File: config.mk
export PLATFORM = sky130hd
export DESIGN_NAME = mem_access_ctrl
export DESIGN_NICKNAME = d
export VERILOG_FILES = /design/src/rtl/mem_access_ctrl.sv
export SDC_FILE = /design/constraint.sdc
export NUM_CORES = 1
export LEC_CHECK = 0
export ABC_AREA = 1
export BUFFER_PORTS_ARGS = -buffer_cell sky130_fd_sc_hd__buf_2
export CORE_MARGIN = 8
export CORE_UTILIZATION = 45
export CTS_CLUSTER_DIAMETER = 60
export DETAILED_ROUTE_END_ITERATION = 10
export PLACE_DENSITY = 0.75
export SLEW_MARGIN = 20
export SYNTH_ARGS = -nofsm -noshare
export SYNTH_HDL_FRONTEND = slang
export SYNTH_SLANG_ARGS = --single-unit
File: constraint.sdc
create_clock -name clk -period 2.85 [get_ports clk]
set_input_delay 0 -clock clk [delete_from_list [all_inputs] [get_ports clk]]
set_output_delay 0 -clock clk [all_outputs]
set_load 0.01 [all_outputs]
File: src/rtl/mem_access_ctrl.sv
// ============================================================================
// Module   : mem_access_ctrl
// Purpose  : MEM-stage data-memory access sequencer (req/ack bus, stall,
//            aligned and extended load return). Optional ack timeout is
//            enabled with the MEM_TIMEOUT_EN macro.
// Revision : 1.0 - initial release
// ============================================================================
`default_nettype none

module mem_access_ctrl #(
    parameter int ADDR_W  = 32,
    parameter int TIMEOUT = 16
) (
    input  logic              clk,
    input  logic              rst,
    input  logic              req_valid,
    input  logic              we_mem,
    input  logic              re_mem,
    input  logic [2:0]        memdata_width,
    input  logic [ADDR_W-1:0] addr,
    input  logic [31:0]       wdata,
    output logic              stall,
    output logic              resp_valid,
    output logic [31:0]       rdata,
    output logic              misalign,
    output logic              bus_err,
    output logic              mem_req,
    output logic              mem_we,
    output logic [ADDR_W-1:0] mem_addr,
    output logic [31:0]       mem_wdata,
    output logic [3:0]        mem_wmask,
    input  logic              mem_ack,
    input  logic [31:0]       mem_rdata
);

    localparam logic [2:0] C_W  = 3'b010;
    localparam logic [2:0] C_H  = 3'b011;
    localparam logic [2:0] C_B  = 3'b100;
    localparam logic [2:0] C_HU = 3'b101;
    localparam logic [2:0] C_BU = 3'b110;

    typedef enum logic [1:0] {
        S_IDLE = 2'd0,
        S_BUSY = 2'd1,
        S_RESP = 2'd2
    } state_t;

    state_t     state_q;
    logic [2:0] width_q;
    logic [1:0] lane_q;
    logic       load_q;

    logic        w_access;
    logic        w_is_w;
    logic        w_is_h;
    logic        w_is_b;
    logic        w_misalign;
    logic [3:0]  w_mask;
    logic [31:0] w_wdata;

    assign w_is_w     = (memdata_width == C_W);
    assign w_is_h     = (memdata_width == C_H) || (memdata_width == C_HU);
    assign w_is_b     = (memdata_width == C_B) || (memdata_width == C_BU);
    assign w_access   = req_valid & (we_mem | re_mem) & (w_is_w | w_is_h | w_is_b);
    assign w_misalign = (w_is_h & addr[0]) | (w_is_w & (addr[1:0] != 2'b00));

    // The response cycle releases the pipeline even though req_valid is still up.
    assign stall = ~rst & w_access & (state_q != S_RESP);

    always_comb begin
        w_mask  = 4'b0000;
        w_wdata = 32'h0;
        if (we_mem) begin
            if (w_is_b) begin
                w_mask  = 4'b0001 << addr[1:0];
                w_wdata = {4{wdata[7:0]}};
            end else if (w_is_h) begin
                w_mask  = 4'b0011 << {addr[1], 1'b0};
                w_wdata = {2{wdata[15:0]}};
            end else begin
                w_mask  = 4'b1111;
                w_wdata = wdata;
            end
        end
    end

    function automatic logic [31:0] extract(input logic [31:0] word,
                                            input logic [2:0]  width,
                                            input logic [1:0]  lane);
        logic [7:0]  b;
        logic [15:0] h;
        b = word[{lane, 3'b000} +: 8];
        h = lane[1] ? word[31:16] : word[15:0];
        case (width)
            C_W:     extract = word;
            C_H:     extract = {{16{h[15]}}, h};
            C_HU:    extract = {16'h0, h};
            C_B:     extract = {{24{b[7]}}, b};
            C_BU:    extract = {24'h0, b};
            default: extract = 32'h0;
        endcase
    endfunction

`ifdef MEM_TIMEOUT_EN
    localparam int CNT_W = (TIMEOUT > 1) ? $clog2(TIMEOUT) : 1;
    logic [CNT_W-1:0] cnt_q;
    logic             bus_err_q;
    assign bus_err = bus_err_q;
`else
    assign bus_err = 1'b0;
`endif

    always_ff @(posedge clk or posedge rst) begin
        if (rst) begin
            state_q    <= S_IDLE;
            width_q    <= 3'b000;
            lane_q     <= 2'b00;
            load_q     <= 1'b0;
            mem_req    <= 1'b0;
            mem_we     <= 1'b0;
            mem_addr   <= '0;
            mem_wdata  <= 32'h0;
            mem_wmask  <= 4'b0000;
            resp_valid <= 1'b0;
            rdata      <= 32'h0;
            misalign   <= 1'b0;
`ifdef MEM_TIMEOUT_EN
            cnt_q      <= '0;
            bus_err_q  <= 1'b0;
`endif
        end else begin
            case (state_q)
                S_IDLE: begin
                    if (w_access) begin
                        width_q <= memdata_width;
                        lane_q  <= addr[1:0];
                        load_q  <= ~we_mem;
                        if (w_misalign) begin
                            misalign   <= 1'b1;
                            resp_valid <= 1'b1;
                            rdata      <= 32'h0;
                            state_q    <= S_RESP;
                        end else begin
                            mem_req   <= 1'b1;
                            mem_we    <= we_mem;
                            mem_addr  <= {addr[ADDR_W-1:2], 2'b00};
                            mem_wmask <= w_mask;
                            mem_wdata <= w_wdata;
`ifdef MEM_TIMEOUT_EN
                            cnt_q     <= '0;
`endif
                            state_q   <= S_BUSY;
                        end
                    end
                end
                S_BUSY: begin
                    // Ack is checked first so a same-cycle ack beats expiry.
                    if (mem_ack) begin
                        mem_req    <= 1'b0;
                        mem_we     <= 1'b0;
                        mem_wmask  <= 4'b0000;
                        rdata      <= load_q ? extract(mem_rdata, width_q, lane_q) : 32'h0;
                        resp_valid <= 1'b1;
                        state_q    <= S_RESP;
                    end
`ifdef MEM_TIMEOUT_EN
                    else if (cnt_q == CNT_W'(TIMEOUT - 1)) begin
                        mem_req    <= 1'b0;
                        mem_we     <= 1'b0;
                        mem_wmask  <= 4'b0000;
                        rdata      <= 32'h0;
                        bus_err_q  <= 1'b1;
                        resp_valid <= 1'b1;
                        state_q    <= S_RESP;
                    end else begin
                        cnt_q <= cnt_q + 1'b1;
                    end
`endif
                end
                S_RESP: begin
                    resp_valid <= 1'b0;
                    misalign   <= 1'b0;
`ifdef MEM_TIMEOUT_EN
                    bus_err_q  <= 1'b0;
`endif
                    state_q    <= S_IDLE;
                end
                default: state_q <= S_IDLE;
            endcase
        end
    end

endmodule

`default_nettype wire

==> reports/qor.yml <==
status:
  status: "finished clean"
setup_path:
  end_kind: "flop"
  rr_startpoint: "state_q[1]"
  critPathMaxFanout: 45
  critPathTopFamily: "simple AND/OR/NAND/NOR gates"
  reg2reg_slack_ns: 0.77
  path_cells: "inv_1 > ha_1 > inv_1 > nor2_1 > inv_1 > nand2_4 > nor2_4 > buf_4 > nand3_1 > nand2_1"
  cp-start-kind: "flop"
  critPathArrivalTime_ns: 2.38
  cpMostUsedCell: "inv_1"
  crit_buf_inv: 4
  slowest_stage: "dfrtp_1"
  crit_type: "flop to flop"
  worstPathRequired_ns: 3.14
  ff2ff_path_depth: 10
  cpPeakStageDelay_ns: 0.36
  r2r-end: "rdata[29]"
sta:
  period_needed_ns: 2.08
  rsz0062_at_grt: "false"
  finalMaxSlewViolations: 0
  finalSetupTns_ns: 0
  max_freq_ghz: 0.480
  hold_viol_final: 0
  fin_skew_ns: 0.00891
  setup_viol_count_final: 0
  maxSlewHeadroom_pct: 46.3
  tightest_slew_ns: 0.804
  min_period_over_period_pct: 73.0
cts:
  cts_tree: "yes"
  clk_latency_ns: 0.36
  post_cts_resize_count: 0
  cts-root-buf: "clkbuf_16"
  clock_path_buffers: 2
  numCtsBuffers: 9
  path_clk_slew_ns: 0.08
  clkSinkCount: 110
  h-tree-depth: 3
logic_synthesis:
  syn_area_per_cell_sq_um: 7.37
  syn_area_sq_um: 5670
  synth_area_leaders: "dfrtp_1 49%, nand2_1 21%, o21ai_0 8.2%, nand3_1 4.1%, inv_1 3.4%"
  ys_warn_count: 0
  post_synth_num_cell_types: 27
  synth_top_area_cell: "dfrtp_1"
  syn_inst: 770
  yosys.area.top_type_share_pct: 48.5
  synth-seq-area-share_pct: 48.5
  ys_ff_latch: 110
grt:
  overflow: 0
  grt_pass1_wl_um: 29900
  grt_max_degree: 46
  antenna_found_initial: 1
  grt_pass1_vias: 5991
  grt_usage_pct: 22.7
floorplan:
  initial_core_util_pct: 45.5
  placementRows: 41
  core_sq_um: 12500
  dieArea_sq_um: 16500
  die_w_um: 128
  dieHeight_um: 128
  ioPinCount: 211
power_and_ir_drop:
  powerDensity_nw_per_um2: 863
  p_total_mw: 6.66
  peakVddDrop_v: 0.000399
  p_leak_nw: 4.46
placement:
  hpwl_um: 13000
  portBuffers: 207
  placedInstanceArea_sq_um: 6800
  place_congestion: 0.850
  dp.cells: 1120
drt:
  wl_um: 18500
  drc_errors: 0
  final_antenna_net_count: 0
  vias_per_cell: 5.05
  vias: 6033
  avgRoutedWirePerCell_um: 15.5
  drt-pass1-iter-count: 7
  first_iter_violations: 433
worst_hold_path:
  min_path_type: "primary input to flop"
  min_delay_path_depth: 3
  min_from: "addr[1]"
  holdPathEnd: "lane_q[1]"
finish:
  drive_above_1_share_pct: 24.9
  area_growth_syn_to_layout_pct: 35.9
  diodes: 0
  stdcell_count: 1195
  finalNetCount: 1126
  postLayoutCellArea_sq_um: 7710
job:
  drv_cap: 0
sequential cells by signal (all words and copies together) (netlist names):
signal and flops:
misalign 1, resp_valid 1, state_q 2, load_q 1
mem_req 1, rdata 32, mem_wdata 32, width_q 3
mem_addr 30, mem_we 1, lane_q 2, mem_wmask 4
cells in the mapped netlist (all sizes together):
master / count
dfrtp: 110
nor3: 3
inv: 59
buf: 24
ha: 3
conb: 1
nand4: 6
o21a: 3
clkinv: 1
or2: 2
o21ai: 104
nor2: 28
nand3: 51
clkbuf: 15
a21oi: 30
nand2: 330
worst max path at each step:
stage               startpoint   endpoint  slack [ns]  cells after the start
floorplan           state_q[0]   rdata[0]        1.28                      7
global placement    state_q[1]  rdata[27]        0.89                     10
detailed placement  state_q[1]  rdata[29]        0.81                     10
CTS                 state_q[0]  rdata[29]        0.78                      9
global route        state_q[1]  rdata[30]        0.56                     10
finish              state_q[1]  rdata[29]        0.77                     10
metal layers:
layer / global-route usage (%) / share of wire, % / vias to the layer above / wire length [um]
met3: 6.91 / 9.7 / 44 / 1800
li1: - / - / 2934 / -
met4: 10.4 / 2.7 / 2 / 502
met2: 36.6 / 48 / 301 / 8860
met1: 27.3 / 40 / 2752 / 7370
met5: 0 / 0.070 / - / 13
metrics by stage:
step	hold slack, ns	utilization, %	setup WS [ns]
after global placement	0.138	54.6	0.886
after detailed placement	0.133	54.6	0.807
after floorplan	0.0507	-	1.28
after CTS	0.00283	61.8	0.784
after global routing	0.0235	61.8	0.564
final	0.00564	61.8	0.769
cell families (layout without fill, tap and decap cells):
| logic type | after synthesis | after routing | share of synthesized area [%] |
|---|---|---|---|
| AND/OR/NAND/NOR | 420 | 420 | 30.7 |
| AO/OA/AOI/OAI | 137 | 137 | 12.2 |
| adder cells (fa/ha/maj) | 3 | 3 | 0.662 |
| other | 1 | 3 | 0.0661 |
| buffers and inverters | 99 | 350 | 7.83 |
| flip-flops | 110 | 110 | 48.5 |
worst register-to-register path: stages, from the launching register on:
cell and delay [ns]:
dfrtp_1 0.36, inv_1 0.08, ha_1 0.21, inv_1 0.19, nor2_1 0.06, inv_1 0.09
nand2_4 0.25, nor2_4 0.21, buf_4 0.33, nand3_1 0.15, nand2_1 0.09
cells in the final DEF (no fill, tap or decap), types with 3 or more instances in the layout:
cell type / instances
a21oi_1: 30
buf_2: 207
buf_4: 6
clkbuf_16: 9
clkinvlp_4: 3
conb_1: 3
dfrtp_1: 110
dlygate4sd3_1: 59
ha_1: 3
inv_1: 51
inv_2: 7
nand2_1: 324
nand2_2: 5
nand3_1: 47
nand4_1: 6
nor2_1: 25
nor2_4: 3
nor3_1: 3
o21ai_0: 93
o21ai_1: 11
timing repair:
item	in CTS	in global routing
setup endpoints to repair	0	0
endpoints found under the hold margin	87	0
hold buffers	59	0
setup buffers	0	0
power by group:
part           switching [mW]  internal (mW)  leakage, nW
Sequential              0.338           2.11         1.45
Combinational            1.88           1.00         2.86
Clock                   0.621          0.700        0.147
cell type report:
cell class              count  area (sq um)
fillers                  1086          4760
flip-flops and latches    110          2750
multi-input cells         563          2480
repair buffers            274          1710
inverters                  60           229
clock buffers               9           225
well taps                 172           215
clock inverters             7          90.1
No activity file was read; power rests on OpenSTA's default activity.
